--- src/rtl/hazard_stall_ctrl_pkg.sv ---
// Shared constants and helpers for the ID-stage hazard controller.
package hazard_stall_ctrl_pkg;

    typedef enum logic [1:0] {
        MD_IDLE = 2'd0,
        MD_BUSY = 2'd1,
        MD_DONE = 2'd2
    } md_state_e;

    localparam logic [4:0] REG_ZERO        = 5'h0;
    localparam int         MULT_CYCLES_DEF = 4;
    localparam int         DIV_CYCLES_DEF  = 32;

    // $zero is hardwired, so a producer writing it never hazards.
    function automatic logic reg_hit(input logic [4:0] rd, input logic [4:0] src);
        return (rd != REG_ZERO) && (rd == src);
    endfunction

endpackage

--- src/rtl/hazard_stall_ctrl_md_busy_fsm.sv ---
// MULT/DIV occupancy tracker: IDLE -> BUSY (N-1 cycles) -> DONE (1 cycle) -> IDLE.
// Busy/done flags are registered from the next state so they line up with r_state.
module md_busy_fsm
    import hazard_stall_ctrl_pkg::*;
#(
    parameter int MULT_CYCLES = MULT_CYCLES_DEF,
    parameter int DIV_CYCLES  = DIV_CYCLES_DEF,
    parameter int CNT_W       = 6
) (
    input  logic      clk,
    input  logic      reset,
    input  logic      i_start,
    input  logic      i_is_div,
    output md_state_e o_state,
    output logic      o_busy,
    output logic      o_done
);

    localparam logic [CNT_W-1:0] MUL_LOAD = CNT_W'(MULT_CYCLES - 2);
    localparam logic [CNT_W-1:0] DIV_LOAD = CNT_W'(DIV_CYCLES - 2);

    md_state_e        r_state;
    md_state_e        w_state_nxt;
    logic [CNT_W-1:0] r_cnt;
    logic [CNT_W-1:0] w_cnt_nxt;
    logic             r_busy;
    logic             r_done;

    always_ff @(posedge clk) begin
        if (reset) begin
            r_state <= MD_IDLE;
            r_cnt   <= '0;
            r_busy  <= 1'b0;
            r_done  <= 1'b0;
        end else begin
            r_state <= w_state_nxt;
            r_cnt   <= w_cnt_nxt;
            r_busy  <= (w_state_nxt != MD_IDLE);
            r_done  <= (w_state_nxt == MD_DONE);
        end
    end

    always_comb begin
        w_state_nxt = r_state;
        w_cnt_nxt   = r_cnt;
        case (r_state)
            MD_IDLE: begin
                if (i_start) begin
                    w_state_nxt = MD_BUSY;
                    w_cnt_nxt   = i_is_div ? DIV_LOAD : MUL_LOAD;
                end
            end
            MD_BUSY: begin
                // Decrement only while non-zero, so the counter cannot wrap.
                if (r_cnt == '0) begin
                    w_state_nxt = MD_DONE;
                end else begin
                    w_cnt_nxt = r_cnt - CNT_W'(1);
                end
            end
            MD_DONE: begin
                w_state_nxt = MD_IDLE;
            end
            default: begin
                w_state_nxt = MD_IDLE;
                w_cnt_nxt   = '0;
            end
        endcase
    end

    assign o_state = r_state;
    assign o_busy  = r_busy;
    assign o_done  = r_done;

endmodule

--- src/rtl/hazard_stall_ctrl.sv ---
// ID-stage hazard controller: load-use, branch-operand and MULT/DIV occupancy stalls.
// Stall/bubble/flush/start are combinational in the same cycle; MD_Busy/MD_Done are registered.
module hazard_stall_ctrl
    import hazard_stall_ctrl_pkg::*;
#(
    parameter int MULT_CYCLES = MULT_CYCLES_DEF,
    parameter int DIV_CYCLES  = DIV_CYCLES_DEF,
    parameter int CNT_W       = 6
) (
    input  logic       clk,
    input  logic       reset,
    input  logic [4:0] ID_RS,
    input  logic [4:0] ID_RT,
    input  logic       ID_UsesRT,
    input  logic       ID_Branch,
    input  logic       ID_BranchTaken,
    input  logic       ID_MulDiv,
    input  logic       ID_IsDiv,
    input  logic       ID_ReadHiLo,
    input  logic       EX_MemRead,
    input  logic       EX_RegWrite,
    input  logic [4:0] EX_RD,
    input  logic       MEM_MemRead,
    input  logic [4:0] MEM_RD,
    output logic       PC_Stall,
    output logic       IFID_Stall,
    output logic       IDEX_Bubble,
    output logic       IFID_Flush,
    output logic       MD_Start,
    output logic       MD_Busy,
    output logic       MD_Done
);

    md_state_e w_md_state;
    logic      w_lu;
    logic      w_br;
    logic      w_md;
    logic      w_stall;
    logic      w_start;

    assign w_lu = EX_MemRead &
                  (reg_hit(EX_RD, ID_RS) | (ID_UsesRT & reg_hit(EX_RD, ID_RT)));

    // Branches compare in ID, so even an ALU result still in EX is too late to forward.
    assign w_br = ID_Branch &
                  ((EX_RegWrite & (reg_hit(EX_RD, ID_RS) | reg_hit(EX_RD, ID_RT))) |
                   (MEM_MemRead & (reg_hit(MEM_RD, ID_RS) | reg_hit(MEM_RD, ID_RT))));

    assign w_md    = (ID_ReadHiLo | ID_MulDiv) & (w_md_state != MD_IDLE);
    assign w_stall = w_lu | w_br | w_md;
    assign w_start = ID_MulDiv & (w_md_state == MD_IDLE) & ~w_stall;

    assign PC_Stall    = w_stall;
    assign IFID_Stall  = w_stall;
    assign IDEX_Bubble = w_stall;
    assign IFID_Flush  = ID_Branch & ID_BranchTaken & ~w_stall;
    assign MD_Start    = w_start;

    md_busy_fsm #(
        .MULT_CYCLES (MULT_CYCLES),
        .DIV_CYCLES  (DIV_CYCLES),
        .CNT_W       (CNT_W)
    ) u_md_busy_fsm (
        .clk      (clk),
        .reset    (reset),
        .i_start  (w_start),
        .i_is_div (ID_IsDiv),
        .o_state  (w_md_state),
        .o_busy   (MD_Busy),
        .o_done   (MD_Done)
    );

endmodule

--- config.mk ---
export PLATFORM = sky130hd
export DESIGN_NAME = hazard_stall_ctrl
export DESIGN_NICKNAME = d
export VERILOG_FILES = /design/src/rtl/hazard_stall_ctrl_pkg.sv /design/src/rtl/hazard_stall_ctrl_md_busy_fsm.sv /design/src/rtl/hazard_stall_ctrl.sv
export SDC_FILE = /design/constraint.sdc
export NUM_CORES = 1
export LEC_CHECK = 0
export BUFFER_PORTS_ARGS = -buffer_cell sky130_fd_sc_hd__buf_2
export CAP_MARGIN = 20
export CORE_ASPECT_RATIO = 1.1
export CORE_UTILIZATION = 35
export DETAILED_ROUTE_END_ITERATION = 6
export GPL_TIMING_DRIVEN = 0
export MAX_ROUTING_LAYER = met4
export SYNTH_ARGS = -nofsm -noshare
export SYNTH_HDL_FRONTEND = slang
export SYNTH_SLANG_ARGS = --single-unit
--- constraint.sdc ---
create_clock -name clk -period 3 [get_ports clk]
set_input_delay 0.6 -clock clk [delete_from_list [all_inputs] [get_ports clk]]
set_output_delay 0.6 -clock clk [all_outputs]
set_load 0.02 [all_outputs]
Word level (Yosys, flattened, before mapping)
Cells that the tools add are included.
{"block": "op_classes", "n_reduce_logical": 11, "n_mux": 7, "eq_ne": 9, "bitwise": 19, "add_sub_neg": 1}
{"op": "$eq 5x5->1", "count": 4}
{"op": "$pmux 6 s3", "count": 1}
{"op": "$mux 6", "count": 2}
{"op": "$and 1x1->1", "count": 10}
{"op": "$reduce_bool 5->1", "count": 2}
{"op": "$or 1x1->1", "count": 7}
{"op": "$logic_not 6->1", "count": 1}
{"op": "$sub 6x1->6 const B", "count": 1}
{"op": "$mux 5", "count": 1}
{"op": "$eq 2x2->1 const B", "count": 2}
{"op": "$logic_and 1x1->1", "count": 4}
{"op": "$mux 2", "count": 2}
{"op": "$ne 2x2->1 const B", "count": 2}
{"op": "$pmux 2 s2", "count": 1}
{"op": "$reduce_bool 2->1", "count": 2}
{"op": "$reduce_and 3->1", "count": 1}
{"op": "$eq 2x1->1 const B", "count": 1}
{"op": "$logic_not 2->1", "count": 1}
{"op": "$not 1->1", "count": 2}
{"block": "word_totals", "inputBits": 31, "out_inout_bits": 7, "ff_bits": 10}

Logic depth before layout (Yosys ltp)
Gate-level depths: netlist of run 1.
{"block": "logic_depth", "ltp_word": 13, "ltp_mapped": 7, "ltp_nobuf": 7}

Modules after synthesis
From an unflattened synthesis of run 1, not the netlist that was laid out.
{"block": "hier_totals", "hier_cells": 104, "hier_area_um2": 829.5}
{"module": "md_busy_fsm", "cells_per_inst": 59, "seq_area_each_um2": 200.2, "n_inst": 1, "area_per_inst_um2": 491.7}
{"module": "hazard_stall_ctrl", "cells_per_inst": 45, "seq_area_each_um2": 0.0, "n_inst": 1, "area_per_inst_um2": 337.8}

Least setup slack after synthesis of run 1
Ideal clock, no wire load.
{"block": "synth_timing", "path_type": "input to output", "start": "input MEM_RD[0]", "end": "output IFID_Flush", "setup_slack_ns": 0.373, "stages": 5, "arrival_time_ns": 2.027, "n_path_buf": 0, "cell_sequence": "or3_1 o311a_4 a22oi_1 nand2_1 nor2_1"}
{"block": "synth_between", "elab_chain_cells": 10, "elab_cells_between_ends": 13}
{"item": "start: declaration", "line": "hazard_stall_ctrl.sv:24", "text": "input logic [4:0] MEM_RD,"}
{"item": "$eq 5x5->1 / $reduce_bool 5->1 (equally long branches)", "line": "hazard_stall_ctrl_pkg.sv:16", "text": "return (rd != REG_ZERO) && (rd == src);"}
{"item": "$logic_and 1x1->1", "line": "hazard_stall_ctrl_pkg.sv:16"}
{"item": "$or 1x1->1 *", "line": "hazard_stall_ctrl.sv:47", "text": "(MEM_MemRead & (reg_hit(MEM_RD, ID_RS) | reg_hit(MEM_RD, ID_RT))));"}
{"item": "$and 1x1->1 *", "line": "hazard_stall_ctrl.sv:47"}
{"item": "$or 1x1->1 *", "line": "hazard_stall_ctrl.sv:46", "text": "((EX_RegWrite & (reg_hit(EX_RD, ID_RS) | reg_hit(EX_RD, ID_RT))) |"}
{"item": "$and 1x1->1 *", "line": "hazard_stall_ctrl.sv:45", "text": "assign w_br = ID_Branch &"}
{"item": "$or 1x1->1 * (2 in a row)", "line": "hazard_stall_ctrl.sv:50", "text": "assign w_stall = w_lu | w_br | w_md;"}
{"item": "via IDEX_Bubble", "line": "hazard_stall_ctrl.sv:27", "text": "output logic IDEX_Bubble,"}
{"item": "$not 1->1 *", "line": "hazard_stall_ctrl.sv:56", "text": "assign IFID_Flush = ID_Branch & ID_BranchTaken & ~w_stall;"}
{"item": "$and 1x1->1 *", "line": "hazard_stall_ctrl.sv:56"}
{"item": "end: declaration", "line": "hazard_stall_ctrl.sv:28", "text": "output logic IFID_Flush,"}
Mark *: on every way through the listed nets, which the timed path passes. The rest lies on a longest branch.

Worst setup path after layout of run 1
{"block": "layout_timing", "start": "input MEM_RD[0]", "end": "output MD_Start"}
{"block": "layout_between", "elab_chain_cells": 10, "elab_cells_between_ends": 13}
{"item": "$eq 5x5->1 / $reduce_bool 5->1 (equally long branches)", "line": "hazard_stall_ctrl_pkg.sv:16"}
{"item": "$logic_and 1x1->1", "line": "hazard_stall_ctrl_pkg.sv:16"}
{"item": "$or 1x1->1 *", "line": "hazard_stall_ctrl.sv:47"}
{"item": "$and 1x1->1 *", "line": "hazard_stall_ctrl.sv:47"}
{"item": "$or 1x1->1 *", "line": "hazard_stall_ctrl.sv:46"}
{"item": "$and 1x1->1 *", "line": "hazard_stall_ctrl.sv:45"}
{"item": "$or 1x1->1 * (2 in a row)", "line": "hazard_stall_ctrl.sv:50"}
{"item": "$not 1->1 *", "line": "hazard_stall_ctrl.sv:51", "text": "assign w_start = ID_MulDiv & (w_md_state == MD_IDLE) & ~w_stall;"}
{"item": "$and 1x1->1 *", "line": "hazard_stall_ctrl.sv:51"}
{"item": "end: declaration", "line": "hazard_stall_ctrl.sv:29", "text": "output logic MD_Start,"}
Mark *: on every way between the ends. The rest lies on a longest branch, timed or not.

==> impl_metrics.toml, run 1 <==
[worst_setup_path]
critical_path.endpoint_type = "output port"
crit_path_max_fanout = 7
timing.critical_path.slowest_stage_cell = "a221oi_4"
critical_path.startpoint = "MEM_RD[0]"
cpMostUsedCell = "buf_2"
critPathLaunchType = "input pin"
cp_data_arrival_time_ns = 2.25
worstPathRequired_ns = 2.40
setup.worst_path.class = "input pin to output port"
crit_chain = "buf_2, or3_1, o311a_4, a221oi_4, nand2_1, inv_1, buf_2"
max_stage_delay_ns = 0.44
worstReg2RegStart = "u_md_busy_fsm.r_cnt[2]"

[routing]
remaining_drc_errors = 0
num_vias = 923
final_antenna_net_count = 0
avgRoutedWirePerCell_um = 12.22
dr.first_iter.drc_count = 18
dr.pass1.iters = 4
vias_per_cell = 5.128
drt-total-wl_mm = 2.199

[floorplanning]
die_h_um = 54.43
io_pins = 38
floorplan.die_area_um2 = 2703
floorplan.die.width_um = 49.66
placementRows = 18
floorplan.initialDensity = 0.3807
core_area_um2 = 2297

[global_route]
global_route_wire_length_before_repair_mm = 3.657
grt.total_usage = 0.1833
first_global_vias = 873
antenna_found_initial = 0
grt_max_degree = 11
grt_remaining_overflow = 0
gr-usage-met3 = 0.03333
grtUsageMet2 = 0.3559
grt_busiest_layer = "met2"
grt.met1_usage = 0.1865

[timing]
maxSlewHeadroom = 0.7129
finalCriticalPeriod_ns = 2.854
final.setup.tns_ns = 0
worst_clock_skew_on_the_final_layout_ns = 0.001482
fmax_ghz = 0.3504
final_max_slew_viol_count = 0
fin_crit_sh = 0.9514
timing_hold_violations_final = 0
fin_ws_ns = 0.1459
tightest_pin_transition_ns = 0.4306
final.hold.worst_slack_ns = 0.5136
grt_setup_unrepaired = "no"
finalSetupViolations = 0

[synthesis]
mappedNetlistArea_um2 = 874.6
syn-num-nets = 141
synth.avg_cell_area_um2 = 8.024
synthMostInstantiatedCell = "xnor2_1"
ys_dominant_reg_cell = "dfxtp_1"
synth_common_cells = "17 x xnor2_1, 13 x nor2_1, 10 x dfxtp_1, 10 x nand2_1, 7 x a21oi_1"
yosysUniqueCellTypes = 36
synth.yosys.seq_area_share = 0.2289
synth.ff_latch_count = 10
async_reset_ff_frac = 0
synth_top_cell_area_share = 0.2289
synth_edf_count = 0
ys.warnings.count = 0
synthDominantAreaCellType = "dfxtp_1"
post_synthesis_instance_total = 109
post_synth_main_area_contributors = "dfxtp_1 23%, xnor2_1 17%, nor2_1 5.6%, nand2_1 4.3%, a21oi_1 4.0%"

[cts]
post_cts_hold_buffer_count = 0
cts.sinks = 10
post-cts-setup-buffer-count = 0
cts_inserted_buffers = 3
htree_levels = 1
tritoncts = "yes"
cts.root.buffer_cell = "clkbuf_4"
clk_latency_ns = 0.26
clock_transition_time_at_the_flip_flop_clock_pins_of_the_worst_setup_and_hold_paths_ns = 0.07
cts-root-to-sink-buffers = 2
post_cts.resized_instances = 0

[place]
place_area_um2 = 1097
portBuffers = 37
gpl.final_weighted_congestion = 0.8547
detailed_place_hpwl_mm = 1.840
dpl_worst_slack_ns = 0.1101

[final_layout]
nets = 183
final_core_util = 0.4935
nFillCells = 238
sequential_cell_area_um2 = 200.2
antenna_cells_inserted = 0
final_design_area_no_fill_um2 = 1134
drive_gt1_frac = 0.3333
multi_input_gate_area_in_the_final_layout_um2 = 636.9
area_growth_from_synthesis_to_final_layout_pct = 29.61

[min_path]
timing.hold.worst.class = "flop to flop"
min-delay-start = "u_md_busy_fsm.r_cnt[1]"

[flow_run]
cap_violations = 0

[power_and_ir_drop]
leakage_uw = 0.0004905
vdd_ir_drop_max_mv = 0.4789
pwr_cell_area_nw_per_um2 = 550.0

[status]
status = "finished, final reports clean"
## path summary, 6_finish.rpt
kind,end,slack [ns],depth (start not counted)
worst min register to register,u_md_busy_fsm.r_cnt[1],0.51,2
worst min-delay path,u_md_busy_fsm.r_cnt[1],0.51,2
worst max register to register,u_md_busy_fsm.r_cnt[3],1.51,6
worst max-delay path,MD_Start,0.15,7
## power breakdown
group / internal, uW / switching (uW) / total [uW]
Sequential: 162 / 27.3 / 189
Clock: 73.7 / 47.6 / 121
Combinational: 133 / 181 / 313
## cell usage in the layout (no fill, tap or decap), types with 2 or more instances in the layout
cell type,synthesis,final
xnor2_1,17,17
dfxtp_1,10,10
nor2b_1,2,2
nand2_1,10,10
clkbuf_1,2,2
buf_4,2,2
nor2_1,13,13
o21ai_0,4,4
nor3_1,3,3
nand2b_1,3,3
buf_2,0,37
inv_1,4,4
nand3_1,4,4
mux2i_1,2,2
clkbuf_4,0,3
xor2_1,3,3
nor4_1,2,2
a21oi_1,7,7
o22ai_1,2,2
## final cells by class
| class | instances | area share |
|---|---|---|
| multi-input combinational | 91 | 0.5618 |
| sequential | 10 | 0.1766 |
| timing repair buffer | 37 | 0.1634 |
| tap | 30 | 0.03311 |
| clock buffer | 4 | 0.03201 |
| buffer | 4 | 0.01987 |
| inverter | 4 | 0.01325 |
## cells by family after synthesis
family / count (synthesis) / synth area share
mux: 2 / 0.02289
compound gates: 25 / 0.2475
fa+ha+maj: 1 / 0.01430
buf+inv: 8 / 0.04291
flops: 10 / 0.2289
xor+xnor: 20 / 0.2003
simple gates: 43 / 0.2432
## metrics by stage
stage               total power (uW)  instances
global placement               498.1        176
floorplan                      410.0        109
global route                   671.4        180
CTS                            624.6        180
finish                         623.5        180
detailed placement             503.4        176
## routing by layer
| metal | vias up | share of wire | wire [um] |
|---|---|---|---|
| met2 | 39 | 0.51 | 1127 |
| met1 | 411 | 0.42 | 932 |
| met4 | 0 | 0 | 0 |
| met3 | 0 | 0.063 | 139 |
| met5 | - | 0 | 0 |
| li1 | 473 | - | - |
## critical path, delay by kind of cell
family	cells	cell delay [ns]
buf+inv	3	0.35
simple gates	2	0.53
compound gates	2	0.78
## registers in the layout (all words and copies together) (netlist names)
name / count
u_md_busy_fsm.o_state: 2
u_md_busy_fsm.o_busy: 1
u_md_busy_fsm.r_cnt: 6
u_md_busy_fsm.o_done: 1
No activity file was read; power rests on OpenSTA's default activity.
==> run 2: changes to the inputs <==
CELL_PAD_IN_SITES_DETAIL_PLACEMENT = 0   (was unset)
CELL_PAD_IN_SITES_GLOBAL_PLACEMENT = 1   (was unset)
PLACE_DENSITY_LB_ADDON = 0.1   (was unset)
==> run 2 against run 1 <==
  * Via count increased by 0.54%
  * Critical path depth is the same
  * Clock power rose by 3%
  * Sequential share of layout area did not move
  * Combinational power about the same
  * Cell count is the same
  * Non-clock buffer count unchanged
  * First-iteration DRC count shrank 56%
  * Maximum frequency down 0.79%
  * Sequential cell count is the same
  * Utilization did not move
  * Critical path type unchanged
  * Largest power group unchanged
==> impl_metrics.toml, run 2 (synthesized netlist as in run 1, its figures left out) <==
[cts]
post_cts_hold_buffer_count = 0
cts-root-to-sink-buffers = 2
tritoncts = "yes"
post-cts-setup-buffer-count = 0
clk_latency_ns = 0.27
post_cts.resized_instances = 0
cts_inserted_buffers = 3
htree_levels = 1
cts.sinks = 10
cts.root.buffer_cell = "clkbuf_4"
clock_transition_time_at_the_flip_flop_clock_pins_of_the_worst_setup_and_hold_paths_ns = 0.07

[routing]
vias_per_cell = 5.156
num_vias = 928
final_antenna_net_count = 0
dr.pass1.iters = 4
drt-total-wl_mm = 2.209
dr.first_iter.drc_count = 8
remaining_drc_errors = 0
avgRoutedWirePerCell_um = 12.27

[floorplanning]
floorplan.die_area_um2 = 2703
placementRows = 18
floorplan.initialDensity = 0.3807
floorplan.die.width_um = 49.66
die_h_um = 54.43
core_area_um2 = 2297
io_pins = 38

[timing]
fmax_ghz = 0.3476
final.setup.tns_ns = 0
finalCriticalPeriod_ns = 2.877
worst_clock_skew_on_the_final_layout_ns = 0.002567
grt_setup_unrepaired = "no"
fin_crit_sh = 0.9590
timing_hold_violations_final = 0
final_max_slew_viol_count = 0
maxSlewHeadroom = 0.6895
tightest_pin_transition_ns = 0.4658
finalSetupViolations = 0
fin_ws_ns = 0.1231

[global_route]
grt_remaining_overflow = 0
grt_max_degree = 11
antenna_found_initial = 0
grt.total_usage = 0.1789
first_global_vias = 828
global_route_wire_length_before_repair_mm = 3.539

[final_layout]
regMostFlops = "u_md_busy_fsm.r_cnt"
nets = 183
layout.cells.most_common_list = "37 x buf_2, 17 x xnor2_1, 13 x nor2_1"
layout.cells.most_common = "buf_2"
antenna_cells_inserted = 0
largest_register_ffs = 6
drive_gt1_frac = 0.3333
nFillCells = 256
area_growth_from_synthesis_to_final_layout_pct = 29.61
sequential_cell_area_um2 = 200.2
multi_input_gate_area_in_the_final_layout_um2 = 636.9

[worst_setup_path]
cp_data_arrival_time_ns = 2.28
worstPathRequired_ns = 2.40
setup.worst_path.class = "input pin to output port"
timing.critical_path.slowest_stage_cell = "a221oi_4"
max_stage_delay_ns = 0.47
worst_path_dominant_cell_family = "compound AO/OA/AOI/OAI gates"
crit_chain = "buf_2, or3_1, o311a_4, a221oi_4, nand2_1, inv_1, buf_2"
cpMostUsedCell = "buf_2"
critical_path.endpoint_type = "output port"
crit_path_max_fanout = 7
critPathLaunchType = "input pin"
regToRegSetupSlack_ns = 1.50
critical_path_buf_inv_count = 3

[power_and_ir_drop]
vdd_ir_drop_max_mv = 0.3317
pwr_cell_area_nw_per_um2 = 554.8
leakage_uw = 0.0004905

[place]
dpl_worst_slack_ns = 0.1296
gpl.final_weighted_congestion = 0.8630
portBuffers = 37
detailed_place_hpwl_mm = 1.807

[min_path]
timing.hold.worst.class = "flop to flop"

[status]
status = "finished, final reports clean"

[flow_run]
cap_violations = 0
-- run 2: report_power, final --
group          switching, uW  internal [uW]
Combinational            182            132
Sequential              28.2            162
Clock                   50.7           73.8
-- run 2: worst reg2reg max path: stages, from the launching register on --
cell     delay [ns]
dfxtp_1        0.37
nor4_1         0.36
nand2_1        0.22
o22ai_2        0.27
mux2i_1        0.21
-- run 2: area by class of cell --
cell class,instances,area share
Multi-Input combinational cell,91,0.5618
Sequential cell,10,0.1766
Timing Repair Buffer,37,0.1634
Tap cell,30,0.03311
Clock buffer,4,0.03201
Buffer,4,0.01987
Inverter,4,0.01325
-- run 2: metal layers --
layer  track usage  wire, um  vias up
met2        0.3468      1161       30
met1        0.1812       894      424
met5             -         0        -
met4       0.09048        48        0
li1              -         -      467
met3       0.01944       106        7
-- run 2: path summary, 6_finish.rpt --
| check | from | to | cells past startpoint |
|---|---|---|---|
| hold reg to reg | u_md_busy_fsm.r_cnt[1] | u_md_busy_fsm.r_cnt[1] | 2 |
| hold / removal | u_md_busy_fsm.r_cnt[1] | u_md_busy_fsm.r_cnt[1] | 2 |
| setup / recovery | MEM_RD[0] | MD_Start | 7 |
| setup reg to reg | u_md_busy_fsm.r_cnt[2] | u_md_busy_fsm.r_cnt[1] | 4 |
-- run 2: metrics by stage --
| step | area, um2 | hold slack (ns) | std cells | power (uW) | util |
|---|---|---|---|---|---|
| 2_1_floorplan | 874.6 | 0.4757 | 109 | 410.0 | - |
| 3_3_place_gp | 1097 | 0.4953 | 176 | 501.0 | 0.4777 |
| 3_5_place_dp | 1097 | 0.5061 | 176 | 505.2 | 0.4777 |
| 4_1_cts | 1134 | 0.5149 | 180 | 627.2 | 0.4935 |
| 5_1_grt | 1134 | 0.5583 | 180 | 679.1 | 0.4935 |
| 6_report | 1134 | 0.5063 | 180 | 628.9 | 0.4935 |
==> run 3: changes to the inputs <==
CORE_MARGIN = 5   (was unset)
CORE_UTILIZATION = 34   (was 35)
SYNTH_HIERARCHICAL = 1   (was unset)
==> run 3 against run 2 <==
  * Synthesized area down 5.2%
  * Register-to-register slack worse by 0.44 ns
  * Via count down 8.4%
  * Worst setup slack better by 0.24 ns
  * Die area up 31%
  * Routed wire length down 5.7%
  * Critical path depth down 1
  * Sequential cell count unchanged
  * Clock skew down 0.0012 ns
  * Maximum frequency up 9.0%
  * Cell area down 4.4%
  * Largest cell class unchanged
==> impl_metrics.toml, run 3 <==
[final_layout]
antenna_cells_inserted = 0
largest_register_ffs = 6
regMostFlops = "u_md_busy_fsm/r_cnt"
drive_gt1_frac = 0.3472
layout.cells.most_common = "buf_2"
layout.cells.most_common_list = "38 x buf_2, 17 x xnor2_1, 10 x a21oi_1, 10 x nor2_1, 10 x dfxtp_1"
nets = 177
area_growth_from_synthesis_to_final_layout_pct = 30.62
final_core_util = 0.4717

[min_path]
timing.hold.worst.class = "flop to flop"
min-delay-start = "u_md_busy_fsm/r_cnt[1]"

[worst_setup_path]
crit_chain = "buf_2, or3_1, o311a_1, a22oi_2, and3_1, buf_2"
crit_path_max_fanout = 3
critical_path.startpoint = "MEM_RD[0]"
max_stage_delay_ns = 0.39
reg2reg_to = "u_md_busy_fsm/r_cnt[4]"
timing.critical_path.slowest_stage_cell = "or3_1"
cpMostUsedCell = "buf_2"
regToRegSetupSlack_ns = 1.06
critical_path.endpoint_type = "output port"
worstPathRequired_ns = 2.40
setup.worst_path.class = "input pin to output port"
worstReg2RegStart = "u_md_busy_fsm/r_cnt[0]"
worstSetupEndpoint = "MD_Start"
cp_data_arrival_time_ns = 2.04
worstRegToRegCells = 7
critPathLaunchType = "input pin"

[place]
detailed_place_hpwl_mm = 1.740
gpl.final_weighted_congestion = 0.8245
portBuffers = 36

[timing]
final_max_slew_viol_count = 0
grt_setup_unrepaired = "no"
finalCriticalPeriod_ns = 2.639
maxSlewHeadroom = 0.7154
fin_crit_sh = 0.8796
worst_clock_skew_on_the_final_layout_ns = 0.001416
finalSetupViolations = 0
timing_hold_violations_final = 0
tightest_pin_transition_ns = 0.4270
fmax_ghz = 0.3789
final.setup.tns_ns = 0

[cts]
cts_inserted_buffers = 3
cts.sinks = 10
cts.root.buffer_cell = "clkbuf_4"
clock_transition_time_at_the_flip_flop_clock_pins_of_the_worst_setup_and_hold_paths_ns = 0.07
tritoncts = "yes"
clk_latency_ns = 0.27
post_cts.resized_instances = 0
cts-root-to-sink-buffers = 2
post_cts_hold_buffer_count = 0
post-cts-setup-buffer-count = 0
htree_levels = 1

[synthesis]
synthMostInstantiatedCell = "xnor2_1"
async_reset_ff_frac = 0
yosysUniqueCellTypes = 33
synth.ff_latch_count = 10
synth_edf_count = 0
synthDominantAreaCellType = "dfxtp_1"
synth_common_cells = "17 x xnor2_1, 10 x a21oi_1, 10 x dfxtp_1, 10 x nor2_1, 8 x nand2_1"
synth.avg_cell_area_um2 = 7.976
post_synth_main_area_contributors = "dfxtp_1 24%, xnor2_1 18%, a21oi_1 6.0%, nor2_1 4.5%, nand2_1 3.6%"
synth.yosys.seq_area_share = 0.2413
mappedNetlistArea_um2 = 829.5
synth_top_cell_area_share = 0.2413
ys_dominant_reg_cell = "dfxtp_1"
post_synthesis_instance_total = 104
syn-num-nets = 136
ys.warnings.count = 6

[floorplanning]
floorplan.die.width_um = 57.10
core_area_um2 = 2297
die_h_um = 61.81
floorplan.initialDensity = 0.3611
placementRows = 18
io_pins = 38
floorplan.die_area_um2 = 3529

[global_route]
grt_max_degree = 11
global_route_wire_length_before_repair_mm = 3.394
grt_remaining_overflow = 0
grt.total_usage = 0.1278
first_global_vias = 821
antenna_found_initial = 0

[power_and_ir_drop]
vdd_ir_drop_max_mv = 0.4186
leakage_uw = 0.0004541
pwr_cell_area_nw_per_um2 = 745.4

[routing]
dr.first_iter.drc_count = 13
drt-total-wl_mm = 2.083
vias_per_cell = 4.885
dr.pass1.iters = 4
avgRoutedWirePerCell_um = 11.97
final_antenna_net_count = 0
remaining_drc_errors = 0
num_vias = 850

[status]
status = "finished, final reports clean"

[flow_run]
cap_violations = 0
==> run 3: changes by cell type in the layout (fill, tap and decap cells not counted), moves of 2 or more <==
cell and delta:
a21oi_1 +3, nand2_1 -2, o21ai_1 +3, inv_1 -2, nor3b_1 +2, nand2b_1 -2, nor2_1 -3
==> run 3: metrics by stage <==
stage / total power (uW) / instance area, um2 / instances / hold WS (ns) / setup slack (ns)
final: 807.6 / 1084 / 174 / 0.4654 / 0.3611
after global placement: 686.4 / 1047 / 170 / 0.4557 / 0.2632
after CTS: 812.9 / 1084 / 174 / 0.4684 / 0.3542
after detailed placement: 686.3 / 1047 / 170 / 0.4586 / 0.2646
after global routing: 886.0 / 1084 / 174 / 0.5103 / 0.2562
after floorplan: 567.1 / 829.5 / 104 / 0.4445 / 0.4504
==> run 3: per-layer routing <==
metal  wire, um  vias to the layer above  track usage
met1        974                      371       0.1597
met3        169                        2      0.04752
met5          0                        -            -
met2        928                       29       0.1974
met4         10                        0      0.02980
li1           -                      448            -
==> run 3: power by group <==
group | total [uW] | internal [uW] | switching, uW
clock network | 124 | 73.8 | 49.9
logic | 471 | 205 | 267
registers | 213 | 176 | 36.3
total | 808 | 455 | 353
==> run 3: critical path: cells and delay by family <==
| family | cells | cell delay (ns) |
|---|---|---|
| buffers and inverters | 2 | 0.30 |
| AND/OR/NAND/NOR | 2 | 0.61 |
| AO/OA/AOI/OAI | 2 | 0.53 |
==> run 3: worst min-delay path by stage <==
stage,slack [ns],end,depth (start not counted)
2_1_floorplan,0.44,u_md_busy_fsm/r_cnt[1],2
4_1_cts,0.47,u_md_busy_fsm/r_cnt[1],2
3_5_place_dp,0.46,u_md_busy_fsm/r_cnt[1],2
6_report,0.47,u_md_busy_fsm/r_cnt[1],2
3_3_place_gp,0.46,u_md_busy_fsm/r_cnt[1],2
5_1_grt,0.51,u_md_busy_fsm/r_cnt[1],2
==> run 3: cells by family (layout without fill, tap and decap cells) <==
| kind of cell | count (synthesis) | count (layout) | synth area share |
|---|---|---|---|
| and+or+nand+nor | 39 | 39 | 0.2459 |
| AOI/OAI and AO/OA | 25 | 25 | 0.2262 |
| xor gates and xnor gates | 20 | 20 | 0.2112 |
| DFF | 10 | 10 | 0.2413 |
| buffers and inverters | 8 | 48 | 0.04827 |
| adders and majority gates | 1 | 1 | 0.01508 |
| muxes | 1 | 1 | 0.01207 |
==> run 3: cell type report <==
cell class | count | area [um2]
Buffer | 6 | 32.53
Clock buffer | 4 | 36.28
Fill cell | 261 | 1214
Inverter | 2 | 7.507
Multi-Input combinational cell | 86 | 589.3
Sequential cell | 10 | 200.2
Tap cell | 30 | 37.54
Timing Repair Buffer | 36 | 180.2
